<file path="config.mk">
export PLATFORM = sky130hd
export DESIGN_NAME = stream_demux_1to8
export DESIGN_NICKNAME = d
export VERILOG_FILES = /design/src/rtl/stream_demux_1to8.sv
export SDC_FILE = /design/constraint.sdc
export NUM_CORES = 1
export LEC_CHECK = 0
export CAP_MARGIN = 25
export CORE_MARGIN = 1.5
export CORE_UTILIZATION = 42
export CTS_CLUSTER_DIAMETER = 200
export DETAILED_ROUTE_END_ITERATION = 10
export PLACE_DENSITY = 0.76
export SYNTH_ARGS = -nofsm -noshare
export SYNTH_HDL_FRONTEND = slang
export SYNTH_SLANG_ARGS = --single-unit
</file>
<file path="constraint.sdc">
create_clock -name i_Clock -period 2.39 [get_ports i_Clock]
set_clock_uncertainty 0.1 [all_clocks]
set_input_delay 0.239 -clock i_Clock [delete_from_list [all_inputs] [get_ports i_Clock]]
set_output_delay 0.239 -clock i_Clock [all_outputs]
set_load 0.02 [all_outputs]
</file>
<file path="src/rtl/stream_demux_1to8.sv">
// stream_demux_1to8
//
// Routes one valid/ready input stream to one of eight output streams. A packet
// is locked to the channel chosen on its first beat until its last beat is
// accepted. Each output channel owns a one-entry register slot, so the block is
// also a pipeline stage with one cycle of latency from input accept to o_Valid.
//
// Ports:
//   i_Clock    clock, rising edge
//   i_Reset    synchronous reset, active-high
//   i_Select   destination channel, sampled on the first beat of a packet
//   i_Data     input beat data
//   i_Last     input beat is the last of its packet
//   i_Valid    input beat valid
//   o_Ready    input beat accepted when i_Valid && o_Ready
//   o_Data     per-channel slot data, packed [7:0][WIDTH-1:0]
//   o_Last     per-channel slot last flag
//   o_Valid    per-channel slot valid
//   i_Ready    per-channel downstream ready
//   o_Busy     a multi-beat packet is in progress
//   o_Channel  channel latched for the current or most recent packet

module stream_demux_1to8 #(
  parameter int unsigned WIDTH = 32
) (
  input  logic                  i_Clock,
  input  logic                  i_Reset,
  input  logic [2:0]            i_Select,
  input  logic [WIDTH-1:0]      i_Data,
  input  logic                  i_Last,
  input  logic                  i_Valid,
  output logic                  o_Ready,
  output logic [7:0][WIDTH-1:0] o_Data,
  output logic [7:0]            o_Last,
  output logic [7:0]            o_Valid,
  input  logic [7:0]            i_Ready,
  output logic                  o_Busy,
  output logic [2:0]            o_Channel
);

  typedef enum logic [0:0] {
    StIdle,
    StLocked
  } state_e;

  state_e                  state_q;
  logic [2:0]              channel_q;
  logic [7:0][WIDTH-1:0]   data_q;
  logic [7:0]              last_q;
  logic [7:0]              valid_q;

  logic [2:0]              ch;
  logic                    ready;
  logic                    accept;

  // While idle, routing follows i_Select live so an unaccepted beat can be
  // retargeted; once a packet is open the latched channel wins.
  always_comb begin
    ch = i_Select;
    if (state_q == StLocked) begin
      ch = channel_q;
    end
  end

  // Slot ch can take a beat if it is empty or is being drained this cycle.
  always_comb begin
    ready  = !valid_q[ch] || i_Ready[ch];
    accept = i_Valid && ready;
  end

  always_ff @(posedge i_Clock) begin
    if (i_Reset) begin
      state_q   <= StIdle;
      channel_q <= 3'd0;
      data_q    <= '0;
      last_q    <= '0;
      valid_q   <= '0;
    end else begin
      // Per-channel slots: a load takes priority over a drain, which keeps the
      // slot valid with the new beat and sustains one beat per cycle.
      for (int k = 0; k < 8; k++) begin
        if (accept && (ch == 3'(k))) begin
          data_q[k]  <= i_Data;
          last_q[k]  <= i_Last;
          valid_q[k] <= 1'b1;
        end else if (valid_q[k] && i_Ready[k]) begin
          valid_q[k] <= 1'b0;
        end
      end

      unique case (state_q)
        StIdle: begin
          if (accept) begin
            channel_q <= i_Select;
            if (!i_Last) begin
              state_q <= StLocked;
            end
          end
        end
        StLocked: begin
          if (accept && i_Last) begin
            state_q <= StIdle;
          end
        end
        default: state_q <= StIdle;
      endcase
    end
  end

  assign o_Ready   = ready;
  assign o_Data    = data_q;
  assign o_Last    = last_q;
  assign o_Valid   = valid_q;
  assign o_Busy    = (state_q == StLocked);
  assign o_Channel = channel_q;

endmodule

</file>
* Word level (Yosys, flattened, before mapping) *
Cells that the tools add are included.

operators by class
  magnitude comparators = 1
  multiplexer cells = 25
  add/sub/neg operators = 0
  divide/modulo/power cells = 0
  bitwise logic cells = 1
  reductions and logical operators = 30
  multipliers = 0
  eq/ne operators = 7
  shifts and indexed selects = 0

operators by type and width
  cell                                                        count
  two-way mux 1 bit                                           21
  logical AND 1 bit                                           18
  nonzero test 2 bit                                          8
  == test 3 bit, second input constant                        4
  binary-select mux 1 bit (select 3 bit)                      2
  == test 3 x 2 -> 1 bit, second input constant               2
  less-than comparator 3 x 4 -> 1 bit, second input constant  1
  == test 3 x 1 -> 1 bit, second input constant               1
  logical NOT 3 bit                                           1
  two-way mux 3 bit                                           1
  case mux 1 bit (2 select lines)                             1
  AND reduction 2 bit                                         1
  logical NOT 1 bit                                           1
  logical OR 1 bit                                            1
  NOT 1 bit                                                   1

storage, ports and cells
  memory bits (writable) = 0
  memories = 0
  word-level logic and storage cells = 90
  input bits = 47
  output and inout port bits = 277
  latch bits = 0
  memory bits (read-only) = 0
  flip-flop bits (word level) = 276

* Longest topological paths before layout *
Gate-level depths: netlist of the first run.

  word-level depth = 9
  depth in mapped cells = 10
  mapped depth without buffers = 6

* Worst setup path before layout of the first run *
No wires, ideal clock.

  kind = register to register
  start point = register (tool-made name)
  end point = register last_q[0], in the netlist o_Last[0]
  data arrival time = 2,203 ps
  stages on the path, launching flop included = 10
  path slack = -40 ps
  buffers on the path = 3
  data required time = 2,162 ps
  cell sequence = dfxtp_1 buf_6 nand2b_4 and2_4 mux4_2 a211oi_2 buf_6 buf_12 mux2i_1 nor2_1

RTL lines
  item                            RTL line  text
  end signal: indexed assignment  84        last_q[k] <= i_Last;
  end: declaration                49        logic [7:0] last_q;

==> results of run 1 <==
## synthesized netlist by cell type (all sizes together), types with 2 or more instances
cell	n	area share (%)
buf	69	6.1
mux4	2	0.43
nor2b	2	0.12
nor2	275	9.8
dfxtp	276	52
a21oi	11	0.52
o22a	2	0.17
a211oi	8	0.95
nand2	3	0.11
mux2i	269	26
and2	4	0.28
inv	9	0.32
nand2b	11	0.72
clkbuf	31	1.1
## cell type report
cell class                      instances  area (um^2)  area share (%)
Sequential cell                       276         5530            34.3
Multi-Input combinational cell        605         4380            27.2
Timing Repair Buffer                  420         4810            29.9
Inverter                                9         33.8           0.210
Clock buffer                           39          843            5.24
Clock inverter                         14          104           0.645
Tap cell                              324          405            2.52
## state kept, by name (all words and copies together), names as in the netlist, named ones only
| name | flops |
|---|---|
| o_Data | 256 |
| o_Last | 8 |
| o_Valid | 8 |
| o_Channel | 3 |
## path summary, 6_finish.rpt
check	from	endpoint	slack [ns]	cells after the start
setup / recovery	flip-flop	o_Data[170]	-0.16	9
hold / removal	i_Reset	flip-flop	0.08	2
setup reg to reg	flip-flop	o_Data[170]	-0.16	9
hold reg to reg	o_Last[3]	o_Last[3]	0.39	2
## stage by stage
| stage | utilization (%) | setup WS [ns] | area, um^2 |
|---|---|---|---|
| 4_1_cts | 63.9 | -0.127 | 15600 |
| 3_5_place_dp | 57.3 | -0.468 | 14000 |
| 3_3_place_gp | 57.3 | -0.440 | 14000 |
| 2_1_floorplan | - | 0.0410 | 10600 |
| 5_1_grt | 65.8 | -0.254 | 16100 |
| 6_report | 65.8 | -0.160 | 16100 |
## repair_timing
action / in CTS / in global routing
buffers inserted: 16 / 14
pin swaps: 11 / 50
gates cloned: 15 / 14
endpoints found under the setup margin: 265 / 268
resized for setup: 57 / 41
hold endpoints to repair: 0 / 0
## worst reg2reg max path: cells and delay by family (launching register included)
kind	cells	cell delay (ns)
and+or+nand+nor	3	0.36
DFF	1	0.39
muxes	2	0.76
buffers and inverters	3	0.54
AOI/OAI and AO/OA	1	0.29
## layer usage
| metal | up-vias | track usage (%) | part of all wire (%) |
|---|---|---|---|
| met5 | - | 0 | 0 |
| met4 | 0 | 6.57 | 2.1 |
| met3 | 49 | 6.99 | 7.7 |
| met2 | 268 | 40.9 | 47 |
| met1 | 3986 | 30.0 | 43 |
| li1 | 3962 | - | - |
## where the power goes
part / switching [W] / leakage [nW] / internal [W] / total [W]
clock: 0.00185 / 0.475 / 0.00257 / 0.00442
combinational: 0.000716 / 3.02 / 0.000661 / 0.00138
sequential: 0.0000722 / 2.23 / 0.00473 / 0.00480
total: 0.00264 / 5.73 / 0.00796 / 0.0106
## cell families (layout without fill, tap and decap cells)
kind of cell | count (synthesis) | count (layout) | share of synthesized area, %
compound gates | 31 | 31 | 2.55
buf+inv | 109 | 482 | 7.50
flops | 276 | 276 | 52.3
mux | 271 | 271 | 25.9
simple gates | 303 | 303 | 11.7
==> summary.txt, run 1 <==
Layout
  • Most frequent cells in the layout: clkdlybuf4s50_1, dfxtp_1, nor2_1
  • Area growth syn-to-layout: 52.5%
  • Filler cell count: about 1.9k
  • Layout cells sized above 1: between 10 and 15%
  • # diodes: 0
  • Nets: 1388
  • Commonest non-fill, non-tap cell in the layout: clkdlybuf4s50_1
  • Finished Layout Cells: about 1.7k

Global route
  • Vias in the first global route: roughly 8k
  • Initial antenna violation count: 0
  • First-pass GRT wire length: around 49 mm
  • Total gr overflow: 0
  • Largest net degree at the start of global routing: 79
  • Overall routing resource usage: roughly a quarter

Route
  • First-pass detailed-route iteration total: 4
  • DR iter-0 viols: 371
  • WL per Instance: between 20 and 25 um
  • DRT Wirelength: between 30 and 40 mm
  • Post-route ant nets: 0
  • Via count: 8265
  • Vias per std cell: 4.90
  • Residual DRC: 0

Critical path
  • Number of buffers and inverters on the critical path: 3
  • Worst path max stage delay: 0.55 ns
  • Top delay family on crit path: multiplexers
  • Critical path type: reg2reg
  • Most Frequent Cell on Critical Path: buf_6
  • CP arrival: around 2.9 ns
  • WP data required: roughly 2.7 ns
  • Worst Path Max Fanout: 7
  • Crit. End Element: flip-flop
  • Critical path, cell by cell: nand2b_4 -> and2_4 -> mux4_2 -> buf_6 -> a211oi_4 -> buf_6 -> buf_12 -> mux2i_1 -> nor2_1
  • Slowest cell on crit path: mux4_2
  • CP Launch Type: flip-flop

Placement
  • HPWL Detailed: roughly 20 mm
  • Cells after DPL: roughly 1.6k
  • IO Port Bufs: 323
  • Gpl congestion: between 0.8 and 0.9

Yosys
  • Cells after Synth: 990
  • Ys flop type: dfxtp_1
  • Post-synthesis sequential area ratio: 52.3%
  • Synthesized Nets: just over 1k
  • Yosys reg bits: about 280
  • Syn_area_per_cell: 10.7 um^2
  • Number of synthesized flops with an enable pin: 0
  • Synth Warn #: 0
  • Synth Cell Area: 10600 um^2
  • Count of cell types in the netlist: 37
  • Ys async rst share: 0%

Power
  • Leak pwr: 5.73 nW
  • PD cells: about 660 nW/um^2
  • Maximum vdd ir drop: about 0.00057 V
  • Total power: between 0.01 and 0.015 W

Floorplan
  • Effective utilization at floorplan: approximately 43%
  • Io pins: around 320
  • Chip Height: 162 um
  • Num rows: 57
  • Die Width: about 160 um
  • Core area: 24500 um^2
  • Die area: about 26000 um^2

Timing
  • Setup slack after layout: -0.160 ns
  • Hold slack: 0.0782 ns
  • Final hold violation count: 0
  • RSZ-0062 raised after global routing: true
  • Max-slew headroom: around three fifths
  • Fin crit share: 107%
  • Final min period: 2.55 ns
  • Final max-slew violation count: 0
  • Upper clock frequency limit: about 0.39 GHz
  • Worst Tran Pin Value: between 0.6 and 0.7 ns
  • Setup TNS: -18.78 ns
  • Final setup viols: between 200 and 300

Clock network
  • Hold-fix buffers at CTS: 0
  • Clock sinks: 276
  • Root Buffer: clkbuf_16
  • Clock slew at reported path FFs: around 0.06 ns
  • Total CTS buffers: 29
  • Maximum buffer depth of the clock tree: 3
  • Worst-Skew Late Latency: approximately 0.54 ns
  • H-tree Lvls: 1
  • CTS tree: done

Min path
  • Worst Hold Class: in2reg

Outcome
  • Status: finished, violations left
  • Failing checks: setup timing

Run
  • Max_cap viols: 0
Note: power is estimated with default switching activity, not from simulation.
==> run 2: changes to the inputs <==
--- a/config.mk
+++ b/config.mk
@@ -7,10 +7,11 @@
 export LEC_CHECK = 0
 export CAP_MARGIN = 25
 export CORE_MARGIN = 1.5
-export CORE_UTILIZATION = 42
+export CORE_UTILIZATION = 44
+export CTS_BUF_LIST = sky130_fd_sc_hd__clkbuf_2
 export CTS_CLUSTER_DIAMETER = 200
 export DETAILED_ROUTE_END_ITERATION = 10
-export PLACE_DENSITY = 0.76
+export PLACE_DENSITY = 0.79
 export SYNTH_ARGS = -nofsm -noshare
 export SYNTH_HDL_FRONTEND = slang
 export SYNTH_SLANG_ARGS = --single-unit
==> run 2 against run 1 <==
The flow still finishes with violations (setup timing). Worst hold slack better by 0.013 ns. Global-route usage rose by 2.4 points. Clock power down 23%. Clock-buffer cell count is 59 higher. Sequential share of layout area decreased by 0.29 points. First-iteration DRC count rose by 2.7%. Die area is 4.5% lower. Critical path depth is 2 higher. Total power decreased by 9.1%. Critical endpoint is now o_Data[17]. Largest power group unchanged.
==> summary.txt, run 2 (same netlist as run 1, synthesis figures left out) <==
Outcome
  • Status: finished, violations left
  • Failing checks: setup timing

Layout
  • Filler cell count: 1784 (-4.8%)
  • Fin area: 16200 um^2 (+0.86%)
  • Layout cells sized above 1: 17.8% (+4.3 points)
  • Area growth syn-to-layout: 53.8%
  • Commonest non-fill, non-tap cell in the layout: clkdlybuf4s50_1
  • Finished Layout Cells: 1770 (+4.9%)
  • Max reg flops: 256 (unchanged)
  • Nets: 1454 (+4.8%)
  • Most frequent cells in the layout: clkdlybuf4s50_1, dfxtp_1, nor2_1

Critical path
  • Worst Path Max Fanout: 7 (unchanged)
  • CP arrival: 3.32 ns (+0.45 ns)
  • Slowest cell on crit path: mux4_2
  • Critical path endpoint: o_Data[17]
  • CP Launch Type: flip-flop
  • Reg2Reg Depth: 11 (+2)
  • Critical path type: reg2reg
  • WP data required: 2.96 ns (+0.25 ns)
  • Crit. End Element: flip-flop
  • Most Frequent Cell on Critical Path: buf_6
  • RR Endpoint: o_Data[17]
  • Top delay family on crit path: buffers and inverters
  • Worst path max stage delay: 0.53 ns (-0.02 ns)
  • Critical path, cell by cell: nand2b_4 -> and2_4 -> mux4_2 -> buf_6 -> buf_8 -> a211oi_4 -> buf_6 -> buf_12 -> buf_16 -> mux2i_1 -> nor2_1
  • Flop2flop setup slack: -0.37 ns (-0.21 ns)
  • Crit. path cell count: 11 (+2)
  • Number of buffers and inverters on the critical path: 5 (+2)

Timing
  • Worst Tran Pin Value: 0.600 ns (-0.00584 ns)
  • Fin crit share: 115% (+8.7 points)
  • RSZ-0062 raised after global routing: true
  • Final setup viols: 273 (+7.9%)
  • Final max-slew violation count: 0 (unchanged)
  • Max-slew headroom: 59.9% (+0.39 points)
  • Final min period: 2.76 ns (+0.208 ns)
  • Setup slack after layout: -0.368 ns (-0.208 ns)
  • Final hold violation count: 0 (unchanged)
  • Upper clock frequency limit: 0.363 GHz (-7.5%)

Power
  • Leak pwr: 5.96 nW (+4.0%)
  • PD cells: 594 nW/um^2 (-9.8%)
  • Maximum vdd ir drop: 0.000411 V (-27%)
  • Total power: 0.00964 W (-9.1%)

Route
  • DR iter-0 viols: 381 (+2.7%)
  • WL per Instance: 19.9 um (-2.8%)
  • Via count: 8671 (+4.9%)
  • DRT Wirelength: 35.3 mm (+2.0%)
  • First-pass detailed-route iteration total: 4 (unchanged)
  • Residual DRC: 0 (unchanged)
  • Vias per std cell: 4.90 (about the same)
  • Post-route ant nets: 0 (unchanged)

Placement
  • Cells after DPL: 1573 (-0.63%)
  • Gpl congestion: 0.790 (-5.0%)
  • Area after DPL: 14000 um^2 (about the same)
  • IO Port Bufs: 323 (unchanged)
  • HPWL Detailed: 20.0 mm (-0.20%)

Clock network
  • CTS tree: done
  • H-tree Lvls: 3 (+2)
  • Clock slew at reported path FFs: 0.10 ns (+0.04 ns)
  • Worst-Skew Late Latency: 0.81 ns (+0.27 ns)
  • Root Buffer: clkbuf_2
  • Maximum buffer depth of the clock tree: 3 (unchanged)
  • Total CTS buffers: 71 (+140%)
  • Clock sinks: 276 (unchanged)

Global route
  • Total gr overflow: 0 (unchanged)
  • First-pass GRT wire length: 49.7 mm (+2.6%)
  • Vias in the first global route: 8536 (+7.0%)
  • Overall routing resource usage: 26.6% (+2.4 points)
  • Initial antenna violation count: 2 (+2)
  • Largest net degree at the start of global routing: 72 (-8.9%)

Run
  • Max_cap viols: 0 (unchanged)

Floorplan
  • Io pins: 324 (unchanged)
  • Num rows: 56 (-1.8%)
  • Effective utilization at floorplan: 44.8% (+1.7 points)
  • Chip Height: 158 um (-2.3%)
  • Core area: 23500 um^2 (-3.8%)
  • Die Width: 158 um (-2.3%)
  • Die area: 24900 um^2 (-4.5%)

Min path
  • Worst Hold Class: in2reg
==> run 2: changes by cell type in the layout (fill, tap and decap cells not counted), moves of 8 or more <==
cell       change
clkbuf_2      +98
buf_6          +9
clkinv_1       +9
buf_12         +9
clkbuf_8       -8
clkbuf_16     -32
==> run 2: report_power, final <==
part	switching, W	total (W)	internal, W	leakage (nW)
Combinational	0.000731	0.00143	0.000703	3.23
Sequential	0.0000721	0.00479	0.00472	2.23
Clock	0.00189	0.00341	0.00152	0.494
==> run 2: per-stage QoR <==
stage	setup slack [ns]	hold WS, ns	utilization, %	TNS [ns]
after floorplan	0.0410	0.294	-	0
after global placement	-0.438	0.371	59.5	-104.04
after detailed placement	-0.485	0.378	59.5	-111.82
after CTS	-0.413	0.0295	66.3	-25.67
after global routing	-0.516	0.0180	69.0	-80.96
final	-0.368	0.0913	69.0	-60.13
==> run 2: cell type report <==
class	instances	area (um^2)	share of cell area (%)
Timing Repair Buffer	444	5210	32.1
Inverter	9	33.8	0.208
Clock inverter	17	178	1.09
Tap cell	319	399	2.46
Antenna cell	2	5.00	0.0308
Multi-Input combinational cell	605	4400	27.1
Sequential cell	276	5530	34.0
Clock buffer	98	490	3.02
==> run 2: worst min path at each step <==
stage	from	endpoint	slack, ns	cells after the start
after floorplan	i_Select[1]	o_Channel[1]	0.29	2
after global placement	o_Data[209]	o_Data[209]	0.37	2
after detailed placement	o_Data[149]	o_Data[149]	0.38	2
after CTS	i_Ready[6]	o_Valid[6]	0.03	4
after global routing	i_Ready[6]	o_Valid[6]	0.02	4
final	i_Ready[6]	o_Valid[6]	0.09	4
==> run 2: layer usage <==
layer / part of all wire (%) / track usage [%] / up-vias / wire length (um)
met1: 42 / 31.6 / 4168 / 14900
met4: 1.9 / 8.72 / 0 / 685
met5: 0 / 0 / - / 0
met3: 7.9 / 9.25 / 50 / 2800
met2: 48 / 44.9 / 322 / 16900
li1: - / - / 4131 / -
==> run 2: worst reg2reg max path, stage by stage (launching register included) <==
cell      delay (ns)
dfxtp_4         0.39
nand2b_4        0.13
and2_4          0.16
mux4_2          0.53
buf_6           0.14
buf_8           0.13
a211oi_4        0.37
buf_6           0.20
buf_12          0.11
buf_16          0.13
mux2i_1         0.18
nor2_1          0.05
==> run 2: what timing repair did <==
| item | 4_1_cts | 5_1_grt |
|---|---|---|
| gates cloned | 21 | 10 |
| endpoints found under the hold margin | 67 | 0 |
| hold buffers | 7 | 0 |
| resized for setup | 32 | 79 |
| setup buffers | 16 | 35 |
| setup endpoints to repair | 266 | 273 |
| pin swaps | 10 | 33 |
